--- config.mk ---
export PLATFORM = sky130hd
export DESIGN_NAME = dual_view_read_sched
export DESIGN_NICKNAME = d
export VERILOG_FILES = /design/src/rtl/dual_view_pkg.sv /design/src/rtl/sync_delay_line.sv /design/src/rtl/dual_view_read_sched.sv
export SDC_FILE = /design/constraint.sdc
export NUM_CORES = 1
export LEC_CHECK = 0
export CAP_MARGIN = 10
export CORE_MARGIN = 4
export CORE_UTILIZATION = 45
export DETAILED_ROUTE_END_ITERATION = 10
export PLACE_DENSITY = 0.9
export SYNTH_ARGS = -nofsm -noshare
export SYNTH_HDL_FRONTEND = slang
export SYNTH_SLANG_ARGS = --single-unit
export TNS_END_PERCENT = 10
--- constraint.sdc ---
create_clock -name i_sys_clk -period 1.7 [get_ports i_sys_clk]
set_input_delay 0.34 -clock i_sys_clk [delete_from_list [all_inputs] [get_ports i_sys_clk]]
set_output_delay 0.34 -clock i_sys_clk [all_outputs]
set_load 0.01 [all_outputs]
--- src/rtl/dual_view_pkg.sv ---
// Shared layout modes, default geometry and pixel-format helper for the
// dual-camera HDMI read scheduler.
package dual_view_pkg;

   typedef enum logic [1:0] {
      MODE_SBS   = 2'd0,
      MODE_CH0   = 2'd1,
      MODE_CH1   = 2'd2,
      MODE_BLANK = 2'd3
   } view_mode_e;

   localparam int DEF_H_ACTIVE = 1280;
   localparam int DEF_SPLIT_X  = 640;

   // Widen each colour field by repeating its top bits into the new LSBs.
   function automatic logic [23:0] rgb565_to_888(input logic [15:0] pix);
      return {pix[15:11], pix[15:13], pix[10:5], pix[10:9], pix[4:0], pix[4:2]};
   endfunction

endpackage

--- src/rtl/sync_delay_line.sv ---
// Resettable fixed-depth shift register; a value entering on one edge
// leaves DEPTH edges later.
module sync_delay_line #(
   parameter int WIDTH = 1,
   parameter int DEPTH = 1
) (
   input  logic             clk,
   input  logic             rst,
   input  logic [WIDTH-1:0] din,
   output logic [WIDTH-1:0] dout
);

   logic [WIDTH-1:0] stage [DEPTH];

   always_ff @(posedge clk or posedge rst) begin
      if (rst) begin
         for (int i = 0; i < DEPTH; i++) stage[i] <= '0;
      end else begin
         stage[0] <= din;
         for (int i = 1; i < DEPTH; i++) stage[i] <= stage[i-1];
      end
   end

   assign dout = stage[DEPTH-1];

endmodule

--- src/rtl/dual_view_read_sched.sv ---
// Per-pixel read scheduler between the HDMI timing generator and the two
// camera read FIFOs; i_data_16 packs channel 1 in [31:16], channel 0 in [15:0].
module dual_view_read_sched
   import dual_view_pkg::*;
#(
   parameter int H_ACTIVE   = DEF_H_ACTIVE,
   parameter int SPLIT_X    = DEF_SPLIT_X,
   parameter int RD_LAT     = 1,
   parameter int RST_CYCLES = 8,
   parameter bit VS_POL     = 1'b1
) (
   input  logic        i_sys_clk,
   input  logic        i_sys_rst,
   input  logic [1:0]  i_mode,
   input  logic        i_video_hs,
   input  logic        i_video_vs,
   input  logic        i_video_de,
   output logic        o_read_rst,
   output logic [1:0]  o_data_req,
   input  logic [1:0]  i_fifo_empty,
   input  logic [31:0] i_data_16,
   output logic        o_video_hs,
   output logic        o_video_vs,
   output logic        o_video_de,
   output logic [23:0] o_video_rgb,
   output logic [1:0]  o_underflow,
   input  logic        i_clr_status
);

   localparam int XW = $clog2(H_ACTIVE);
   localparam int RW = $clog2(RST_CYCLES + 1);
   localparam logic [XW-1:0] X_LAST   = XW'(H_ACTIVE - 1);
   localparam logic [XW-1:0] X_SPLIT  = XW'(SPLIT_X);
   localparam logic [RW-1:0] RST_LOAD = RW'(RST_CYCLES - 1);

   logic            vs_act;
   logic            vs_act_q;
   logic            frame_start;
   logic            rst_next;
   view_mode_e      mode_q;
   logic [RW-1:0]   rst_cnt;
   logic [XW-1:0]   x_q;
   logic [1:0]      req_next;
   logic            pix_ok;
   logic            pix_sel;
   logic [15:0]     pix_data;

   assign vs_act      = (i_video_vs == VS_POL);
   assign frame_start = vs_act & ~vs_act_q;
   // Value o_read_rst takes after this edge, so requests are gated in lockstep.
   assign rst_next    = frame_start | (o_read_rst & (rst_cnt != '0));

   always_ff @(posedge i_sys_clk or posedge i_sys_rst) begin
      if (i_sys_rst) begin
         vs_act_q   <= 1'b0;
         mode_q     <= MODE_BLANK;
         rst_cnt    <= '0;
         o_read_rst <= 1'b0;
      end else begin
         vs_act_q   <= vs_act;
         o_read_rst <= rst_next;
         if (frame_start) begin
            mode_q  <= view_mode_e'(i_mode);
            rst_cnt <= RST_LOAD;
         end else if (rst_cnt != '0) begin
            rst_cnt <= rst_cnt - 1'b1;
         end
      end
   end

   always_ff @(posedge i_sys_clk or posedge i_sys_rst) begin
      if (i_sys_rst) begin
         x_q <= '0;
      end else if (!i_video_de) begin
         x_q <= '0;
      end else if (x_q != X_LAST) begin
         x_q <= x_q + 1'b1;
      end
   end

   always_comb begin
      req_next = 2'b00;
      if (i_video_de && !rst_next) begin
         case (mode_q)
            MODE_SBS: req_next = (x_q >= X_SPLIT) ? 2'b10 : 2'b01;
            MODE_CH0: req_next = 2'b01;
            MODE_CH1: req_next = 2'b10;
            default:  req_next = 2'b00;
         endcase
      end
   end

   // A simultaneous new underflow outranks the status clear.
   always_ff @(posedge i_sys_clk or posedge i_sys_rst) begin
      if (i_sys_rst) begin
         o_data_req  <= 2'b00;
         o_underflow <= 2'b00;
      end else begin
         o_data_req  <= req_next;
         o_underflow <= (o_underflow & ~{2{i_clr_status}}) | (o_data_req & i_fifo_empty);
      end
   end

   sync_delay_line #(.WIDTH(2), .DEPTH(RD_LAT)) u_sel_line (
      .clk  (i_sys_clk),
      .rst  (i_sys_rst),
      .din  ({|(o_data_req & ~i_fifo_empty), o_data_req[1]}),
      .dout ({pix_ok, pix_sel})
   );

   sync_delay_line #(.WIDTH(3), .DEPTH(RD_LAT + 2)) u_sync_line (
      .clk  (i_sys_clk),
      .rst  (i_sys_rst),
      .din  ({i_video_hs, i_video_vs, i_video_de}),
      .dout ({o_video_hs, o_video_vs, o_video_de})
   );

   assign pix_data = pix_sel ? i_data_16[31:16] : i_data_16[15:0];

   always_ff @(posedge i_sys_clk or posedge i_sys_rst) begin
      if (i_sys_rst) begin
         o_video_rgb <= '0;
      end else begin
         o_video_rgb <= pix_ok ? rgb565_to_888(pix_data) : 24'h000000;
      end
   end

endmodule

-- Yosys cells after proc, flatten, opt, wreduce, memory -nomap -nowiden
Cells that the tools add are included.
- bits in registers: 58
- output and inout port bits: 32
- word-level logic and storage cells: 44
- add/subtract/negate cells: 2
- $lt $le $gt $ge: 1
- equality and inequality tests: 4
- muxes and demuxes: 9
- bitwise logic cells: 10
- reductions and logical operators: 6
- operators by type and width (operator ; number):
    24-bit two-way mux ; 1
    11-bit two-way mux ; 2
    16-bit two-way mux ; 1
    11-bit by 1-bit adder with 11-bit output (second input constant) ; 1
    11-bit by 10-bit greater-or-equal comparator with 1-bit output (second input constant) ; 1
    11-bit != test (second input constant) ; 1
    4-bit two-way mux ; 2
    2-bit AND ; 3
    2-bit case mux with 3 select lines ; 1
    2-bit two-way mux ; 2
    2-bit inverter ; 2
    4-bit nonzero test ; 1
    4-bit by 1-bit subtractor with 4-bit output (second input constant) ; 1
    1-bit AND ; 2
    2-bit by 1-bit equality test with 1-bit output (second input constant) ; 1
    2-bit equality test (second input constant) ; 1
    2-bit logical NOT ; 1
    2-bit by 1-bit != test with 1-bit output (second input constant) ; 1
    2-bit bitwise OR ; 1
    2-bit nonzero test ; 1
    2-bit OR reduction ; 1
    1-bit logical AND ; 1
    1-bit logical NOT ; 1
    1-bit inverter ; 1
    1-bit bitwise OR ; 1

-- Longest topological paths before layout
- depth in word-level cells: 6
- mapped depth: 6
- gate-level depth less buffers: 6

-- Hierarchy
A second synthesis with hierarchy kept.
- cells, all modules: 191
- area total of the unflattened synthesis: 2199.6 µm²
- modules (own cells, without submodules) (module ; times used ; cells an instance ; area each (µm²) ; sequential area each (µm²)):
    dual_view_read_sched ; 1 ; 175 ; 1894.3 ; 978.4
    sync_delay_line (u_sync_line) ; 1 ; 13 ; 251.5 ; 225.2
    sync_delay_line (u_sel_line) ; 1 ; 3 ; 53.8 ; 50.0

-- Worst setup path before layout
No wires, ideal clock.
- kind: reg2reg
- from: register rst_cnt[0]
- to: register o_data_req[1]
- setup time: 96 ps
- arrival: 1440 ps
- data required time: 1604 ps
- slack: 164 ps
- cell stages (with the launch flop): 7
- clock period less this slack: 1536 ps
- path through: dfrtp_1 > inv_1 > ha_1 > or3b_1 > a21oi_2 > nand2_1 > a311oi_2
- cells in the longest elaborated chain, start to end: 6
- RTL lines (element ; line ; text):
    start: declaration ; dual_view_read_sched.sv:41 ; logic [RW-1:0] rst_cnt;
    start signal: assignment ; dual_view_read_sched.sv:66 ; rst_cnt <= rst_cnt - 1'b1;
    4-bit nonzero test ; dual_view_read_sched.sv:51 ; assign rst_next = frame_start | (o_read_rst & (rst_cnt != '0));
    1-bit AND ; dual_view_read_sched.sv:51 ;
    1-bit bitwise OR ; dual_view_read_sched.sv:51 ;
    1-bit logical NOT ; dual_view_read_sched.sv:83 ; if (i_video_de && !rst_next) begin
    1-bit logical AND ; dual_view_read_sched.sv:83 ;
    2-bit two-way mux ; dual_view_read_sched.sv:83 ;
    net req_next[1] ; dual_view_read_sched.sv:43 ; logic [1:0] req_next;
    end signal: assignment ; dual_view_read_sched.sv:99 ; o_data_req <= req_next;
    end: declaration ; dual_view_read_sched.sv:19 ; output logic [1:0] o_data_req,
The timed path passes the listed nets, and every way through them passes these cells.
A chain may end at the register's enable or synchronous reset.

-- Final worst setup path
- from: register x_q[0]
- to: register x_q[7]
- cells in the longest elaborated chain, start to end: 3
- elaborated cells on any way between the ends: 5
- RTL lines (element ; line ; text):
    start: declaration ; dual_view_read_sched.sv:42 ; logic [XW-1:0] x_q;
    start signal: assignment ; dual_view_read_sched.sv:77 ; x_q <= x_q + 1'b1;
    11-bit by 1-bit adder with 11-bit output ; dual_view_read_sched.sv:77 ;
    11-bit two-way mux ; dual_view_read_sched.sv:76 ; end else if (x_q != X_LAST) begin
    11-bit two-way mux ; dual_view_read_sched.sv:74 ; end else if (!i_video_de) begin
Parallel ways exist; a longest one is shown, timed or not. The select of a mux whose other input is x is not followed.

==> out/qor.json <==
{
  "slew_headroom": 0.749,
  "worstHoldPathType": "primary input to async pin",
  "gp_congestion": 0.835,
  "synthSimpleGateAreaFrac": 0.156,
  "number_of_global_route_vias_before_repair": 1583,
  "max_freq_mhz": 607,
  "largest_voltage_drop_on_the_vdd_net_uv": 495,
  "final.period_utilization": 0.968,
  "post-dp-hpwl_um": 3720,
  "clock-root-buffer": "clkbuf_8",
  "drt-wirelength-per-cell_um": 15.5,
  "report.final.hold_viol_count": 0,
  "syn_avg_cell_area_um2": 11.6,
  "cp.arrival_ps": 1840,
  "cts_setup_buffers": 0,
  "synth_top_area_frac": 0.558,
  "drc_errors": 0,
  "final-setup-viol-count": 0,
  "area_growth_syn_to_layout_pct": 42.3,
  "synth_sequential_area_ratio": 0.583,
  "wirelength_um": 4730,
  "final.setup_skew_ps": 4.29,
  "timing.critical_path.from_type": "register",
  "pin_count": 74,
  "combinational_family_with_the_most_area_after_synthesis": "simple AND/OR/NAND/NOR gates",
  "netlist_area_mm2": 0.00211,
  "viasPerCell": 5.13,
  "crit_required_ps": 1900,
  "cts.clk_slew.worst_paths_ps": 90,
  "num_vias": 1564,
  "initialDrtViolationCount": 56,
  "ant_nets": 0,
  "gate_count_of_the_mapped_netlist": 181,
  "powerDensity_mw_per_mm2": 929,
  "synthFlopType": "dfrtp_1",
  "detailed_place.area_mm2": 0.00287,
  "muxShareOfSynthArea": 0.0955,
  "final_cell_area_mm2": 0.00300,
  "nets": 297,
  "reg2reg_depth": 5,
  "timing.final.ws_setup_ps": 53.7,
  "grt_max_degree": 20,
  "first_pass_grt_wire_length_um": 7710,
  "row_count": 24,
  "cts_tree": "yes",
  "synthXorXnorAreaFrac": 0.0249,
  "grt_antenna_before_repair": 0,
  "number_of_warnings_reported_in_the_yosys_synthesis_log": 0,
  "grt_overflow_total": 0,
  "core_mm2": 0.00444,
  "grtUsageTotal": 0.168,
  "postSynthRegisterBits": 49,
  "drive_above_1_share": 0.0870,
  "tritoncts_num_sinks": 49,
  "synth_common_cells": "dfrtp_1 (47), mux2i_1 (19), nor2b_1 (18)",
  "numCtsBuffers": 5,
  "asyncSetResetFlopFracSynth": 1.00,
  "cts_max_path_buffers": 2,
  "synth.largest_area_cell": "dfrtp_1",
  "buffer_ports.inserted": 73,
  "antennaDiodeCount": 0,
  "critical_path_peak_fanout": 5,
  "insertion_delay_ps": 300,
  "die-height_um": 76.4,
  "dieArea_mm2": 0.00584,
  "yosys-top-cells-area": "dfrtp_1 (56%), mux2i_1 (9.0%), nor2b_1 (5.3%)",
  "cts.htree.levels": 2,
  "outcome": "completed",
  "finalCriticalPeriod_ps": 1650,
  "number_of_synthesized_flops_with_an_enable_pin": 0,
  "synth_compound_gate_area_share": 0.0558,
  "crit_path_end_kind": "register",
  "rsz0062_at_grt": "true",
  "drv_cap": 0,
  "syn_nets": 226,
  "drv_slew": 0,
  "cellLeakagePower_nw": 1.29,
  "yosysUniqueCellTypes": 35,
  "post_synth_fa_ha_maj_area_fraction": 0.0178,
  "worst_slew_pin_slew_ps": 376,
  "place_ws_ps": 10.3,
  "top_count_cell_post_synth": "dfrtp_1",
  "initial_utilization": 0.474,
  "nFillCells": 313,
  "worst-setup-path-type": "register to register",
  "die_width_um": 76.4,
  "detailedRoute.firstPassIterationCount": 4
}
cell families after synthesis:
kind of cell,Yosys count
AO/OA/AOI/OAI,18
XOR/XNOR,6
adder cells (fa/ha/maj),3
buffers and inverters,27
flip-flops,49
multiplexers,20
AND/OR/NAND/NOR,58
registers in the layout, indices dropped and copies added, names as in the netlist:
name / count
o_video_rgb: 16
x_q: 11
u_sync_line.stage: 6
rst_cnt: 4
u_sync_line.dout: 3
mode_q: 2
o_data_req: 2
o_underflow: 2
u_sel_line.dout: 2
o_read_rst: 1
power breakdown:
part	internal (W)	switching [W]
combinational	0.000327	0.000225
clock	0.000478	0.000377
sequential	0.00129	0.0000948
repair_timing:
| action | in CTS | in global routing |
|---|---|---|
| hold buffers | 0 | 0 |
| resized for setup | 1 | 1 |
| endpoints found under the setup margin | 1 | 4 |
| pin swaps | 0 | 1 |
cells in the final DEF, fill, tap and decap left out, types with 2 or more instances in the layout:
cell / count
nand3_1: 4
xnor2_1: 2
o21ai_0: 6
ha_1: 2
nor3_1: 4
mux2i_1: 19
buf_4: 3
nor2_1: 3
nand2_1: 12
buf_12: 2
inv_1: 12
clkdlybuf4s50_1: 73
a31oi_1: 3
clkbuf_8: 6
nor2b_1: 18
xor2_1: 4
nand4_1: 3
and2_1: 5
dfstp_2: 2
dfrtp_1: 47
nand2b_1: 2
a21oi_1: 3
path summary, 6_finish.rpt:
check                                          start                  end  slack, ps
max in group asynchronous                  i_sys_rst            mode_q[0]        860
min in group i_sys_clk          u_sync_line.stage[3]  u_sync_line.dout[0]        360
worst max register to register                x_q[0]               x_q[7]         50
worst max-delay path                          x_q[0]               x_q[7]         50
worst min-delay path                       i_sys_rst               x_q[2]        330
worst min register to register  u_sync_line.stage[3]  u_sync_line.dout[0]        360
stage by stage:
step | util | std cells | power [W] | hold slack [ps] | setup TNS [ps]
2_1_floorplan | - | 181 | 0.00167 | 331 | 0
3_3_place_gp | 0.647 | 297 | 0.00192 | 331 | 0
3_5_place_dp | 0.647 | 297 | 0.00195 | 336 | 0
4_1_cts | 0.674 | 305 | 0.00281 | 337 | 0
5_1_grt | 0.675 | 305 | 0.00294 | 352 | -82.6
6_report | 0.675 | 305 | 0.00279 | 334 | 0
layer usage:
metal  up-vias  GRT usage  wire length, um
met4         0     0.0543               55
met3         7     0.0638              354
li1        737          -                -
met5         -          0                0
met1       757      0.181             1860
met2        63      0.301             2460
area by class of cell:
cell class | instances | area, um2 | share of cell area
sequential | 49 | 1230 | 0.410
inverter | 13 | 48.8 | 0.0163
clock buffer | 6 | 82.6 | 0.0275
clock inverter | 2 | 37.5 | 0.0125
timing repair buffer | 78 | 793 | 0.264
multi-input combinational | 105 | 743 | 0.248
tap | 52 | 65.1 | 0.0217
critical path: stages, from the launching register on:
cell,delay [ps]
dfrtp_1,410
ha_1,260
and3_1,260
a211oi_1,330
xor2_1,110
and2_1,170
Power figures use the tool's default switching activity.
